$ cat src/rtl/fb_pkg.sv
// Shared types and framebuffer geometry for the framebuffer arbiter.
package fb_pkg;
    localparam int FB_W     = 200;
    localparam int FB_H     = 600;
    localparam int FB_WORDS = FB_W * FB_H;

    typedef struct packed {
        logic [7:0] r;
        logic [7:0] g;
        logic [7:0] b;
    } pixel_t;

    typedef enum logic [1:0] {OWN_NONE, OWN_VID, OWN_CPU} owner_t;
    typedef enum logic {IDLE, RD_WAIT} cpu_state_t;

    // Read tag carried alongside each RAM cycle; oor marks a CPU read that never touched RAM.
    typedef struct packed {
        logic   valid;
        owner_t owner;
        logic   oor;
    } rtag_t;
endpackage

$ cat src/rtl/fb_wbuf.sv
// Small synchronous FIFO holding buffered CPU writes as {addr,data}.
module fb_wbuf #(
    parameter int DEPTH = 4,
    parameter int W     = 41
) (
    input  logic         clk_i,
    input  logic         rst_i,
    input  logic         push_i,
    input  logic         pop_i,
    input  logic [W-1:0] wdata_i,
    output logic [W-1:0] rdata_o,
    output logic         full_o,
    output logic         empty_o
);
    import fb_pkg::*;

    localparam int AW = $clog2(DEPTH);

    logic [W-1:0] mem_q [DEPTH];
    logic [AW:0]  wr_q, rd_q;
    logic         do_push, do_pop;

    // Extra pointer bit tells full from empty when the indices coincide.
    assign empty_o = (wr_q == rd_q);
    assign full_o  = (wr_q[AW] != rd_q[AW]) && (wr_q[AW-1:0] == rd_q[AW-1:0]);
    assign do_push = push_i && !full_o;
    assign do_pop  = pop_i && !empty_o;
    assign rdata_o = mem_q[rd_q[AW-1:0]];

    always_ff @(posedge clk_i or posedge rst_i) begin
        if (rst_i) begin
            wr_q <= '0;
            rd_q <= '0;
        end else begin
            if (do_push) wr_q <= wr_q + 1'b1;
            if (do_pop)  rd_q <= rd_q + 1'b1;
        end
    end

    always_ff @(posedge clk_i) begin
        if (do_push) mem_q[wr_q[AW-1:0]] <= wdata_i;
    end
endmodule

$ cat src/rtl/fb_arbiter.sv
// Framebuffer RAM arbiter: video reads win every slot, CPU gets the rest.
// Define FB_WBUF_EN to buffer CPU writes in a WBUF_DEPTH-entry FIFO.
module fb_arbiter #(
    parameter int ADDR_W     = 17,
    parameter int DATA_W     = 24,
    parameter int FB_WORDS   = 120000,
    parameter int WBUF_DEPTH = 4
) (
    input  logic              CLOCK_50,
    input  logic              RESET,
    input  logic              vid_req,
    input  logic [ADDR_W-1:0] vid_addr,
    output logic [DATA_W-1:0] vid_rdata,
    output logic              vid_rvalid,
    input  logic              cpu_req,
    input  logic              cpu_we,
    input  logic [ADDR_W-1:0] cpu_addr,
    input  logic [DATA_W-1:0] cpu_wdata,
    output logic              cpu_ready,
    output logic [DATA_W-1:0] cpu_rdata,
    output logic              cpu_rvalid,
    output logic              cpu_err,
    output logic [ADDR_W-1:0] ram_addr,
    output logic              ram_we,
    output logic [DATA_W-1:0] ram_wdata,
    input  logic [DATA_W-1:0] ram_rdata
);
    import fb_pkg::*;

    if (WBUF_DEPTH < 2 || (WBUF_DEPTH & (WBUF_DEPTH - 1)) != 0) begin : g_depth_chk
        $error("fb_arbiter: WBUF_DEPTH must be a power of 2 and at least 2");
    end

    localparam logic [ADDR_W:0] WORDS_X = (ADDR_W+1)'(FB_WORDS);

    cpu_state_t        state_q, state_d;
    rtag_t [3:1]       tag_q;
    rtag_t             tag_d;
    logic [DATA_W-1:0] rdata_q;
    logic [ADDR_W-1:0] ram_addr_q, ram_addr_d;
    logic              ram_we_q, ram_we_d;
    logic [DATA_W-1:0] ram_wdata_q, ram_wdata_d;
    logic              err_q;

    logic cpu_oor, rd_ready, wr_ready, cpu_acc, rd_acc, cpu_slot, cpu_done;

    assign cpu_oor  = {1'b0, cpu_addr} >= WORDS_X;
    assign cpu_acc  = cpu_req && cpu_ready;
    assign rd_acc   = cpu_acc && !cpu_we;
    assign cpu_done = tag_q[3].valid && (tag_q[3].owner == OWN_CPU);

`ifdef FB_WBUF_EN
    logic                     wb_push, wb_pop, wb_full, wb_empty;
    logic [ADDR_W+DATA_W-1:0] wb_rdata;

    // Reads wait for an empty buffer so they never overtake a pending write.
    assign rd_ready = (state_q == IDLE) && !vid_req && wb_empty && !RESET;
    assign wr_ready = !wb_full && !RESET;
    assign wb_push  = cpu_acc && cpu_we && !cpu_oor;
    assign wb_pop   = !vid_req && !wb_empty;
    assign cpu_slot = rd_acc && !cpu_oor;

    fb_wbuf #(.DEPTH(WBUF_DEPTH), .W(ADDR_W + DATA_W)) u_wbuf (
        .clk_i   (CLOCK_50),
        .rst_i   (RESET),
        .push_i  (wb_push),
        .pop_i   (wb_pop),
        .wdata_i ({cpu_addr, cpu_wdata}),
        .rdata_o (wb_rdata),
        .full_o  (wb_full),
        .empty_o (wb_empty)
    );
`else
    assign rd_ready = (state_q == IDLE) && !vid_req && !RESET;
    assign wr_ready = rd_ready;
    assign cpu_slot = cpu_acc && !cpu_oor;
`endif

    assign cpu_ready = cpu_we ? wr_ready : rd_ready;

    always_comb begin
        ram_addr_d  = ram_addr_q;
        ram_we_d    = 1'b0;
        ram_wdata_d = ram_wdata_q;
        tag_d       = '0;
        if (vid_req) begin
            ram_addr_d  = vid_addr;
            tag_d.valid = 1'b1;
            tag_d.owner = OWN_VID;
`ifdef FB_WBUF_EN
        end else if (wb_pop) begin
            {ram_addr_d, ram_wdata_d} = wb_rdata;
            ram_we_d = 1'b1;
`endif
        end else if (cpu_slot) begin
            ram_addr_d = cpu_addr;
            ram_we_d   = cpu_we;
            if (cpu_we) ram_wdata_d = cpu_wdata;
        end
        // Out-of-range reads still ride the pipeline so the response keeps its latency.
        if (rd_acc) begin
            tag_d.valid = 1'b1;
            tag_d.owner = OWN_CPU;
            tag_d.oor   = cpu_oor;
        end
    end

    always_comb begin
        state_d = state_q;
        case (state_q)
            IDLE:    if (rd_acc)   state_d = RD_WAIT;
            RD_WAIT: if (cpu_done) state_d = IDLE;
            default: state_d = IDLE;
        endcase
    end

    always_ff @(posedge CLOCK_50 or posedge RESET) begin
        if (RESET) begin
            state_q     <= IDLE;
            tag_q       <= '0;
            rdata_q     <= '0;
            ram_addr_q  <= '0;
            ram_we_q    <= 1'b0;
            ram_wdata_q <= '0;
            err_q       <= 1'b0;
        end else begin
            state_q     <= state_d;
            tag_q[1]    <= tag_d;
            tag_q[2]    <= tag_q[1];
            tag_q[3]    <= tag_q[2];
            rdata_q     <= ram_rdata;
            ram_addr_q  <= ram_addr_d;
            ram_we_q    <= ram_we_d;
            ram_wdata_q <= ram_wdata_d;
            err_q       <= cpu_acc && cpu_oor;
        end
    end

    assign vid_rvalid = tag_q[3].valid && (tag_q[3].owner == OWN_VID);
    assign vid_rdata  = vid_rvalid ? rdata_q : '0;
    assign cpu_rvalid = cpu_done;
    assign cpu_rdata  = (cpu_done && !tag_q[3].oor) ? rdata_q : '0;
    assign cpu_err    = err_q;
    assign ram_addr   = ram_addr_q;
    assign ram_we     = ram_we_q;
    assign ram_wdata  = ram_wdata_q;
endmodule

$ cat config.mk
export PLATFORM = sky130hd
export DESIGN_NAME = fb_arbiter
export DESIGN_NICKNAME = d
export VERILOG_FILES = /design/src/rtl/fb_pkg.sv /design/src/rtl/fb_wbuf.sv /design/src/rtl/fb_arbiter.sv
export SDC_FILE = /design/constraint.sdc
export NUM_CORES = 1
export LEC_CHECK = 0
export BUFFER_PORTS_ARGS = -buffer_cell sky130_fd_sc_hd__buf_2
export CORE_MARGIN = 2
export CORE_UTILIZATION = 44
export DETAILED_ROUTE_END_ITERATION = 16
export PLACE_DENSITY = 0.88
export SKIP_CTS_REPAIR_TIMING = 1
export SLEW_MARGIN = 25
export SYNTH_ARGS = -nofsm -noshare
export SYNTH_HDL_FRONTEND = slang
export SYNTH_SLANG_ARGS = --single-unit
$ cat constraint.sdc
create_clock -name CLOCK_50 -period 2.8 [get_ports CLOCK_50]
set_clock_uncertainty 0.05 [all_clocks]
set_input_delay 0.28 -clock CLOCK_50 [delete_from_list [all_inputs] [get_ports CLOCK_50]]
set_output_delay 0.28 -clock CLOCK_50 [all_outputs]
set_load 0.01 [all_outputs]
==> flow_summary.yaml <==
synthesis:
  synthSimpleGateAreaFrac_pct: 17.3
  yosysTopAreaCellShare_pct: 63.1
  synth_cells: 260
  synth.distinct_cells: 28
  netlist_area_mm2: 0.00317
  synth-xor-area-share_pct: 0
  synth_top_cell_by_area: "dfrtp_1"
  synth_edf_count: 0
  synth_top_family_by_area: "simple AND/OR/NAND/NOR gates"
  synth_compound_area_share_pct: 8.36
  synth_adder_area_share_pct: 0
  synthMuxAreaShare_pct: 8.52
  synthesis.nets: 347
  async_flop_share_pct: 100
  yosys_warnings: 0
  syn_avg_cell_area_um2: 12.2
  yosys-top-cells-area: "dfrtp_1 (63%), and2_1 (9.7%), mux2_2 (8.5%)"
  ys_seq_area_share_pct: 63.1
  ys.flop_type: "dfrtp_1"
  ys_seq_elements: 80
power_and_ir_drop:
  internal_power_w: 0.00214
  p_leak_nw: 2.45
  swShare_pct: 26.3
  power_density_mw_per_mm2: 626
  p_clk_share_pct: 32.3
  power_switching_w: 0.000767
  ir_drop_mv: 0.403
  combPwrFrac_pct: 19.5
  pwr-share-seq_pct: 48.2
timing:
  fmax_mhz: 460
  worst_slew_pin_slew_ns: 0.770
  setup_tns_ns: 0
  relSlewSlack_pct: 48.6
  maxSlewViolCount: 0
  setup_violations: 0
  timing.final.crit_share_pct: 77.7
  rsz0062_at_grt: "no"
  min_period_ns: 2.18
  hold_viol_final: 0
clock_network:
  clk_pin_slew_ns: 0.08
  cts_root_buf: "clkbuf_8"
  htree_levels: 3
  clk_latency_ns: 0.33
  cts-buffers-inserted: 9
  tritoncts: "yes"
  cts_buffer_depth: 2
  cts.sinks: 80
global_route:
  grt_pass1_wl_um: 11400
  antenna_found_initial: 0
  grt_usage_pct: 18.9
  grt_overflow: 0
  grt_start_max_net_pins: 48
  grt_pass1_vias: 2513
final_layout:
  num_antenna_cells: 0
  drive_gt1_share_pct: 49.4
  post-route-util_pct: 67.7
  fin_cells: 566
  nFillCells: 518
  area_growth_pct: 46.5
  seq_area_mm2: 0.00200
  fin_nets: 552
  multiInputGateArea_mm2: 0.00108
drt:
  finalWirelength_um: 7950
  num_vias: 2753
  post_drt_wl_per_cell_um: 14.0
  drt.antenna.violating_nets: 0
  dr.pass1.iters: 4
  drc_errors: 0
  vias_per_cell: 4.86
  initialDrtViolationCount: 104
place:
  placedCellCount: 526
  routabilityCongestion: 0.903
  port_buffers: 180
  dp_hpwl_um: 5560
worst_setup_path:
  path_class: "primary input to register"
  startpoint_type: "primary input"
  critical_path_arrival_ns: 2.34
  rr_endpoint: "ram_wdata[17]$_DFFE_PP0P_"
  rr_startpoint: "state_q$_DFF_PP0_"
  critPathRequiredTime_ns: 2.97
  r2r_setup_slack_ns: 0.78
  worst-r2r-cell-count: 6
  critPathCaptureType: "register"
  worstPathMaxFanout: 25
floorplanning:
  num_rows: 30
  die_w_um: 88.9
  ios: 181
  fp.coreArea_mm2: 0.00687
  die_area_mm2: 0.00791
  die_height_um: 88.9
  initial_core_util_pct: 46.2
hold_path:
  worstHoldPathType: "primary input to async pin"
status:
  outcome: "finished clean"
run:
  max-cap-violations: 0
[kinds of logic (layout without fill, tap and decap cells)]
kind of cell | after synthesis | count (layout)
mux | 24 | 24
flops | 80 | 80
buf+inv | 19 | 229
simple gates | 95 | 95
compound gates | 42 | 42
[worst max path at each step]
| stage | cells past startpoint | start | endpoint |
|---|---|---|---|
| floorplan | 1 | RESET | cpu_err$_DFF_PP0_ |
| global placement | 6 | cpu_addr[13] | ram_wdata[7]$_DFFE_PP0P_ |
| detailed placement | 6 | cpu_addr[13] | ram_wdata[17]$_DFFE_PP0P_ |
| CTS | 6 | cpu_addr[13] | ram_wdata[17]$_DFFE_PP0P_ |
| global route | 6 | cpu_addr[13] | ram_wdata[17]$_DFFE_PP0P_ |
| finish | 6 | cpu_addr[13] | ram_wdata[17]$_DFFE_PP0P_ |
[worst max-delay path, stage by stage]
cell	delay, ns
buf_2	0.13
or4_1	0.58
o221a_2	0.42
nor4b_4	0.34
buf_12	0.21
mux2_2	0.35
[state kept, by name (all words and copies together) (netlist names)]
name / cells
cpu_err: 1
ram_addr: 17
ram_wdata: 24
ram_we: 1
rdata_q: 24
state_q: 1
tag_q: 12
[Yosys cell counts (2+ instances only)]
master / number
o21ai_0: 18
nand2_1: 15
nor2b_1: 3
o211ai_1: 13
nor3_1: 2
a31oi_1: 3
dfrtp_1: 80
and2_1: 49
mux2_2: 24
inv_1: 2
clkbuf_1: 14
nand3_1: 14
or2_2: 2
buf_6: 2
nor2_1: 4
a21oi_1: 3
[area by class of cell]
cell class                      count  area share (%)
Inverter                            2           0.188
Sequential cell                    80            43.1
Clock inverter                      6            1.96
Timing Repair Buffer              211            25.9
Tap cell                           96            2.58
Clock buffer                       10            2.96
Multi-Input combinational cell    161            23.3
[layout by cell type, fill, tap and decap left out, types with 3 or more instances in the layout]
master	synthesis	routed
buf_2	1	180
dfrtp_1	80	80
and2_1	49	49
mux2_2	24	24
dlygate4sd3_1	0	24
o21ai_0	18	18
nand2_1	15	15
nand3_1	14	14
o211ai_1	13	13
clkbuf_8	0	10
buf_4	0	6
nor2_1	4	4
a31oi_1	3	3
nor2b_1	3	3
a21oi_1	3	3
[stage by stage]
stage	hold WS, ns	power (W)	setup slack, ns	area [um^2]
after floorplan	0.261	0.00169	0.418	3170
after global placement	0.281	0.00194	0.381	4180
after detailed placement	0.285	0.00197	0.296	4180
after CTS	-0.0235	0.00292	0.654	4410
after global routing	0.0779	0.00307	0.581	4650
final	0.00907	0.00291	0.624	4650
[per-layer routing]
| metal | vias up | routed length, um | global-route usage, % |
|---|---|---|---|
| met3 | 16 | 592 | 4.71 |
| li1 | 1300 | - | - |
| met5 | - | 0 | 0 |
| met2 | 134 | 4060 | 31.7 |
| met4 | 0 | 153 | 9.50 |
| met1 | 1303 | 3150 | 22.7 |
[power by group through the flow]
stage	combinational, W	sequential (W)	clock (W)
floorplan	0.000212	0.00148	0
global placement	0.000527	0.00142	0
detailed placement	0.000548	0.00142	0
CTS	0.000550	0.00140	0.000966
global route	0.000625	0.00142	0.00102
finish	0.000568	0.00140	0.000941
Power figures use the tool's default switching activity.
